### src/rtl/divide_seq_if.sv
// Handshake and operand/result bundle for divide_seq.
interface divide_seq_if #(
    parameter int unsigned WIDTH = 32
);
    logic             start;
    logic             sign;
    logic [WIDTH-1:0] dividend;
    logic [WIDTH-1:0] divider;
    logic             busy;
    logic             done;
    logic [WIDTH-1:0] quotient;
    logic [WIDTH-1:0] remainder;
    logic             div_zero;

    modport master (
        output start, sign, dividend, divider,
        input  busy, done, quotient, remainder, div_zero
    );

    modport slave (
        input  start, sign, dividend, divider,
        output busy, done, quotient, remainder, div_zero
    );
endinterface

### src/rtl/divide_seq.sv
// Sequential restoring divider, one quotient bit per clock, signed/unsigned.
// Optional DIV_ZERO_FAST_EN: a zero divisor skips the iterations entirely.
module divide_seq #(
    parameter int unsigned WIDTH = 32
) (
    input  logic        clk,
    input  logic        rst_n,
    divide_seq_if.slave bus
);
    typedef enum logic [1:0] {IDLE, RUN, FINISH} state_t;

    localparam int unsigned CW = $clog2(WIDTH + 1);

    state_t             state_q, state_d;
    logic [CW-1:0]      cnt_q, cnt_d;
    logic [2*WIDTH-1:0] rem_q, rem_d;
    logic [WIDTH-1:0]   den_q, den_d;
    logic               q_neg_q, q_neg_d;
    logic               r_neg_q, r_neg_d;
    logic               dz_q, dz_d;
    logic [WIDTH-1:0]   quot_q, quot_d;
    logic [WIDTH-1:0]   remd_q, remd_d;
    logic               div_zero_q, div_zero_d;
    logic               done_q, done_d;

    logic [WIDTH-1:0]   a_mag, b_mag;
    logic [WIDTH:0]     diff;

    always_comb begin
        state_d    = state_q;
        cnt_d      = cnt_q;
        rem_d      = rem_q;
        den_d      = den_q;
        q_neg_d    = q_neg_q;
        r_neg_d    = r_neg_q;
        dz_d       = dz_q;
        quot_d     = quot_q;
        remd_d     = remd_q;
        div_zero_d = div_zero_q;
        done_d     = 1'b0;

        a_mag = (bus.sign && bus.dividend[WIDTH-1]) ? -bus.dividend : bus.dividend;
        b_mag = (bus.sign && bus.divider[WIDTH-1])  ? -bus.divider  : bus.divider;
        // Upper half after the shift, including the bit shifted out of the top.
        diff  = rem_q[2*WIDTH-1:WIDTH-1] - {1'b0, den_q};

        case (state_q)
            IDLE: begin
                if (bus.start) begin
                    den_d   = b_mag;
                    rem_d   = {{WIDTH{1'b0}}, a_mag};
                    q_neg_d = bus.sign & (bus.dividend[WIDTH-1] ^ bus.divider[WIDTH-1]);
                    r_neg_d = bus.sign & bus.dividend[WIDTH-1];
                    dz_d    = (bus.divider == '0);
                    cnt_d   = CW'(WIDTH);
                    state_d = RUN;
`ifdef DIV_ZERO_FAST_EN
                    // Preload the final layout so FINISH emits all-ones / raw dividend.
                    if (bus.divider == '0) begin
                        rem_d   = {bus.dividend, {WIDTH{1'b1}}};
                        q_neg_d = 1'b0;
                        r_neg_d = 1'b0;
                        state_d = FINISH;
                    end
`endif
                end
            end
            RUN: begin
                if (!diff[WIDTH]) begin
                    rem_d = {diff[WIDTH-1:0], rem_q[WIDTH-2:0], 1'b1};
                end else begin
                    rem_d = {rem_q[2*WIDTH-2:0], 1'b0};
                end
                cnt_d = cnt_q - CW'(1);
                if (cnt_q == CW'(1)) begin
                    state_d = FINISH;
                end
            end
            FINISH: begin
                quot_d     = q_neg_q ? -rem_q[WIDTH-1:0] : rem_q[WIDTH-1:0];
                remd_d     = r_neg_q ? -rem_q[2*WIDTH-1:WIDTH] : rem_q[2*WIDTH-1:WIDTH];
                div_zero_d = dz_q;
                done_d     = 1'b1;
                state_d    = IDLE;
            end
            default: state_d = IDLE;
        endcase
    end

    always_ff @(posedge clk or negedge rst_n) begin
        if (!rst_n) begin
            state_q    <= IDLE;
            cnt_q      <= '0;
            rem_q      <= '0;
            den_q      <= '0;
            q_neg_q    <= 1'b0;
            r_neg_q    <= 1'b0;
            dz_q       <= 1'b0;
            quot_q     <= '0;
            remd_q     <= '0;
            div_zero_q <= 1'b0;
            done_q     <= 1'b0;
        end else begin
            state_q    <= state_d;
            cnt_q      <= cnt_d;
            rem_q      <= rem_d;
            den_q      <= den_d;
            q_neg_q    <= q_neg_d;
            r_neg_q    <= r_neg_d;
            dz_q       <= dz_d;
            quot_q     <= quot_d;
            remd_q     <= remd_d;
            div_zero_q <= div_zero_d;
            done_q     <= done_d;
        end
    end

    assign bus.busy      = (state_q != IDLE);
    assign bus.done      = done_q;
    assign bus.quotient  = quot_q;
    assign bus.remainder = remd_q;
    assign bus.div_zero  = div_zero_q;
endmodule

### src/flat_wrapper.sv
// flat-port wrapper written by rule: the top's interface ports become plain ports
module divide_seq_flat 
#(
    parameter int unsigned WIDTH = 32
)
  (clk, rst_n, bus_start, bus_sign, bus_dividend, bus_divider, bus_busy, bus_done, bus_quotient, bus_remainder, bus_div_zero);
  divide_seq_if #(.WIDTH(WIDTH)) bus_i ();
  input  logic clk;
  input  logic rst_n;
  input wire logic [$bits(bus_i.start)-1:0] bus_start;
  input wire logic [$bits(bus_i.sign)-1:0] bus_sign;
  input wire logic [$bits(bus_i.dividend)-1:0] bus_dividend;
  input wire logic [$bits(bus_i.divider)-1:0] bus_divider;
  output wire logic [$bits(bus_i.busy)-1:0] bus_busy;
  output wire logic [$bits(bus_i.done)-1:0] bus_done;
  output wire logic [$bits(bus_i.quotient)-1:0] bus_quotient;
  output wire logic [$bits(bus_i.remainder)-1:0] bus_remainder;
  output wire logic [$bits(bus_i.div_zero)-1:0] bus_div_zero;
  assign bus_i.start = bus_start;
  assign bus_i.sign = bus_sign;
  assign bus_i.dividend = bus_dividend;
  assign bus_i.divider = bus_divider;
  assign bus_busy = bus_i.busy;
  assign bus_done = bus_i.done;
  assign bus_quotient = bus_i.quotient;
  assign bus_remainder = bus_i.remainder;
  assign bus_div_zero = bus_i.div_zero;
  divide_seq #(.WIDTH(WIDTH)) u_core (.clk(clk), .rst_n(rst_n), .bus(bus_i));
endmodule
### config.mk
export PLATFORM = sky130hd
export DESIGN_NAME = divide_seq_flat
export DESIGN_NICKNAME = d
export VERILOG_FILES = /design/src/rtl/divide_seq_if.sv /design/src/rtl/divide_seq.sv /design/src/flat_wrapper.sv
export SDC_FILE = /design/constraint.sdc
export NUM_CORES = 1
export LEC_CHECK = 0
export ABC_AREA = 1
export CORE_MARGIN = 2
export CORE_UTILIZATION = 40
export CTS_BUF_LIST = sky130_fd_sc_hd__clkbuf_4
export CTS_CLUSTER_SIZE = 28
export DETAILED_ROUTE_END_ITERATION = 10
export MAX_ROUTING_LAYER = met4
export PLACE_DENSITY = 0.58
export SLEW_MARGIN = 20
export SYNTH_ARGS = -nofsm -noshare
export SYNTH_HDL_FRONTEND = slang
export SYNTH_SLANG_ARGS = --single-unit
export TNS_END_PERCENT = 50
### constraint.sdc
create_clock -name clk -period 3.3 [get_ports clk]
set_input_delay 0.99 -clock clk [delete_from_list [all_inputs] [get_ports clk]]
set_output_delay 0.99 -clock clk [all_outputs]
set_load 0.005 [all_outputs]
Word-level counts from Yosys, hierarchy flattened
Index checks and enable logic that the tools add are counted.
{"block": "totals", "register_bits": 173, "inputBits": 68, "out_inout_bits": 67, "elab_cells": 47}
{"block": "op_classes", "add_sub_neg": 6, "n_eq_ne": 5, "mux": 13, "bitwise_logic": 3, "n_reduce_logical": 9}
{"cell": "32-bit 2-to-1 mux", "count": 4}
{"cell": "64-bit 2-to-1 mux", "count": 2}
{"cell": "32-bit negation", "count": 4}
{"cell": "64-bit one-hot mux with 2 select lines", "count": 1}
{"cell": "33-bit by 32-bit subtractor with 33-bit output", "count": 1}
{"cell": "32-bit zero test", "count": 1}
{"cell": "6-bit one-hot mux with 2 select lines", "count": 1}
{"cell": "6-bit by 1-bit equality test with 1-bit output (second input constant)", "count": 1}
{"cell": "6-bit 2-to-1 mux", "count": 1}
{"cell": "2-bit AND reduction", "count": 3}
{"cell": "6-bit by 1-bit subtractor with 6-bit output (second input constant)", "count": 1}
{"cell": "2-bit 2-to-1 mux", "count": 2}
{"cell": "2-bit one-hot mux with 2 select lines", "count": 1}
{"cell": "2-bit nonzero test", "count": 2}
{"cell": "1-bit bitwise AND", "count": 2}
{"cell": "2-bit by 1-bit equality test with 1-bit output (second input constant)", "count": 1}
{"cell": "2-bit equality test (second input constant)", "count": 1}
{"cell": "1-bit logical AND", "count": 2}
{"cell": "2-bit zero test", "count": 1}
{"cell": "2-bit by 1-bit != test with 1-bit output (second input constant)", "count": 1}
{"cell": "2-bit != test (second input constant)", "count": 1}
{"cell": "1-bit 2-to-1 mux", "count": 1}
{"cell": "1-bit XOR", "count": 1}

Longest topological paths before layout
{"block": "logic_depth", "word_depth": 4, "depth_mapped": 18, "mapped_depth_nobuf": 17}

Least setup slack after synthesis
Ideal clock, no wire load.
{"block": "synth_timing", "path_kind": "input port to flip-flop", "from": "in bus_divider[0]", "to": "reg u_core.den_q[16]", "t_arrival_ns": 2.188, "setup_slack_ns": 0.978, "path_stages": 10, "path_cell_list": "inv_1 ha_1 nand3_1 inv_1 nand2_1 nor2_1 nand3_1 o21ai_0 xor2_1 o21ai_0"}
{"block": "synth_between", "elab_chain_len": 2}
{"item": "start: declaration", "line_no": "flat_wrapper.sv:13", "source": "input wire logic [$bits(bus_i.divider)-1:0] bus_divider;"}
{"item": "32-bit negation", "line_no": "divide_seq.sv:43", "source": "b_mag = (bus.sign && bus.divider[WIDTH-1]) ? -bus.divider : bus.divider;"}
{"item": "32-bit 2-to-1 mux", "line_no": "divide_seq.sv:43"}
{"item": "end signal: assignment", "line_no": "divide_seq.sv:107", "source": "den_q <= den_d;"}
{"item": "end: declaration", "line_no": "divide_seq.sv:17", "source": "logic [WIDTH-1:0] den_q, den_d;"}
No other way between the ends.
A chain may end at the register's enable or synchronous reset.

Final worst setup path
{"block": "layout_timing", "from": "reg u_core.state_q[0]", "to": "out bus_busy"}
{"block": "layout_between", "elab_chain_len": 1}
{"item": "start: declaration", "line_no": "divide_seq.sv:14", "source": "state_t state_q, state_d;"}
{"item": "start signal: assignment", "line_no": "divide_seq.sv:104", "source": "state_q <= state_d;"}
{"item": "2-bit nonzero test", "line_no": "divide_seq.sv:118", "source": "assign bus.busy = (state_q != IDLE);"}
{"item": "end: declaration", "line_no": "flat_wrapper.sv:14", "source": "output wire logic [$bits(bus_i.busy)-1:0] bus_busy;"}
No other way between the ends.

==> flow_summary.ini <==
[detailed_routing]
totalWireLength_mm = 41.9
viasPerCell = 5.08
final_antenna_net_count = 0
dr.first_iter.drc_count = 988
wl_per_cell_um = 16.2
vias = 13100
dr.pass1.iters = 5
drc_errors = 0

[floorplan]
die_area_um2 = 34100
ios = 135
num_rows = 66
die_h_um = 185
fp.dieW_um = 185
core_um2 = 32300
initial_core_util_pct = 40.4

[timing]
max_freq_mhz = 349
setup_viol_count_final = 0
worst_pin_slew_ns = 0.743
slew_violations = 0
skew_ns = 0.0343
period_share_pct = 86.7
rsz0062_at_grt = no
finalHoldViolations = 0
finalSetupTns_ns = 0
min_period_ns = 2.86
relSlewSlack_pct = 50.4
setup_ws_ns = 0.438

[grt]
first_global_vias = 12000
antenna_found_initial = 1
grt_usage_pct = 26.1
overflow = 0
grt_first_pass_wirelength_mm = 66.6
grt_start_max_net_pins = 59

[setup_path]
setup.worst_path.end_class = output port
worst-endpoint-required_ns = 2.31
crit_chain = nor2_1, inv_1, clkdlybuf4s50_1
path_class = reg -> out
critPathMaxFanout = 3
cp_top_family = buffers and inverters
critPathArrivalTime_ns = 1.87
worstPathBufferInverterCount = 2
crit_slowest_cell = dfrtp_1
cp_slowest_stage_delay_ns = 0.45
worstSetupStartpointType = flop

[synth]
seq_area_frac_synth_pct = 33.2
synth_area_um2 = 13000
synth_edf_count = 0
synth-async-reset-ratio_pct = 100
ys_types = 49
ys_ff_latch = 173
yosysMostFrequentCell = nand2_1
synth.avg_cell_area_um2 = 6.47
synth_cells = 2014
syn_nets = 2121
ys.flop_type = dfrtp_1
yosys.area.top_type_share_pct = 33.2
synth_area_leaders = dfrtp_1 33%, nand2_1 19%, inv_1 7.7%
yosys.area.top_type = dfrtp_1
ys_warn_count = 0
synth_common_cells = 663 x nand2_1, 266 x inv_1, 197 x nand3_1

[cells_and_area]
area_growth_pct = 16.3
drive_above_1_share_pct = 4.99
nFillCells = 3444
fin_nets = 2240
regArea_um2 = 4330
multi_input_area_um2 = 7410

[place]
pre_cts_slack_ns = 0.296
dp_hpwl_mm = 33.3
portBuffers = 134
place.gp.congestion = 0.955

[run]
max-cap-violations = 0

[power_and_ir_drop]
clkPwrFrac_pct = 33.9
comb_power_share_pct = 9.0
ir_drop_uv = 195
switchingPower_mw = 1.05
p_sw_share_pct = 28.3
p_leak_nw = 7.70
seq_power_share_pct = 57.1
power.internal_mw = 2.66
p_per_area_nw_per_um2 = 245

[clock_tree]
clock_latency_ns = 0.65
post-cts-setup-buffers = 0
cts-htree-levels = 4
cts_root_buf = clkbuf_4
clockBufferDepth = 2
ctsResizeCount = 0
cts_tree = done
path_clk_slew_ns = 0.18
cts_buffers = 17
numClockSinks = 173
hold_buffers = 0

[outcome]
status = finished, final reports clean

[min_path]
holdCritPathClass = in -> async
-- power groups by stage --
stage / Clock (mW) / Sequential, mW / Combinational (mW)
global placement: 0 / 2.16 / 0.334
detailed placement: 0 / 2.16 / 0.336
global route: 1.37 / 2.12 / 0.376
finish: 1.26 / 2.12 / 0.334
CTS: 1.29 / 2.12 / 0.337
floorplan: 0 / 2.16 / 0.127
-- layer usage --
| layer | global-route usage, % | vias up | part of all wire [%] |
|---|---|---|---|
| met4 | 5.57 | 0 | 1.2 |
| met5 | - | - | 0 |
| li1 | - | 6662 | - |
| met3 | 3.54 | 31 | 5.2 |
| met2 | 39.0 | 368 | 43 |
| met1 | 37.6 | 6083 | 50 |
-- kinds of logic after synthesis --
group,share of synthesized area [%]
xor gates and xnor gates,4.84
AOI/OAI and AO/OA,10.8
buffers and inverters,10.1
adders and majority gates,3.80
and+or+nand+nor,37.2
DFF,33.2
muxes,0.0768
-- state kept, by name (all words and copies together), names as in the netlist --
register	flops
u_core.bus.remainder	32
u_core.bus.quotient	32
u_core.state_q	2
u_core.rem_q	64
u_core.den_q	32
u_core.r_neg_q	1
u_core.cnt_q	6
u_core.q_neg_q	1
u_core.dz_q	1
u_core.bus.done	1
u_core.bus.div_zero	1
-- worst paths after layout --
kind	from	to	slack [ns]	cells after the start
hold reg to reg	u_core.bus.remainder[3]$_DFFE_PN0P_	u_core.bus.remainder[3]$_DFFE_PN0P_	0.50	2
setup reg to reg	u_core.den_q[0]$_DFFE_PN0P_	u_core.rem_q[61]$_DFFE_PN0P_	0.51	15
hold / removal	rst_n	u_core.rem_q[45]$_DFFE_PN0P_	0.30	1
max in group asynchronous	rst_n	u_core.bus.quotient[20]$_DFFE_PN0P_	2.21	2
setup / recovery	u_core.state_q[0]$_DFFE_PN0P_	bus_busy	0.44	3
min in group clk	u_core.bus.remainder[3]$_DFFE_PN0P_	u_core.bus.remainder[3]$_DFFE_PN0P_	0.50	2
-- stage by stage --
| stage | area, um2 | utilization [%] | total power [mW] | instances | hold slack, ns |
|---|---|---|---|---|---|
| global route | 15200 | 46.9 | 3.86 | 2588 | 0.307 |
| global placement | 14900 | 46.1 | 2.49 | 2556 | 0.467 |
| floorplan | 13000 | - | 2.29 | 2014 | 0.449 |
| CTS | 15200 | 46.9 | 3.75 | 2587 | 0.285 |
| finish | 15200 | 46.9 | 3.71 | 2588 | 0.302 |
| detailed placement | 14900 | 46.1 | 2.50 | 2556 | 0.466 |
-- cells in the final DEF (no fill, tap or decap), types with 16 or more instances in the layout --
cell type / Yosys / layout
nand2_1: 663 / 662
inv_1: 266 / 265
nor2_1: 183 / 181
a21oi_1: 42 / 42
xor2_1: 59 / 59
a31oi_1: 16 / 16
nand4_1: 21 / 21
ha_1: 38 / 38
clkdlybuf4s50_1: 0 / 133
nand3_1: 197 / 197
a22oi_1: 31 / 31
o21ai_0: 123 / 123
buf_4: 2 / 24
clkbuf_4: 0 / 20
nor3_1: 27 / 27
dfrtp_1: 173 / 173
-- layout make-up --
type	count	area share, %
Antenna cell	1	0.0165
Clock buffer	20	0.991
Clock inverter	11	0.710
Inverter	277	6.86
Multi-Input combinational cell	1504	48.9
Sequential cell	173	28.6
Tap cell	442	3.65
Timing Repair Buffer	160	10.3
(Power assumes the default switching activity.)
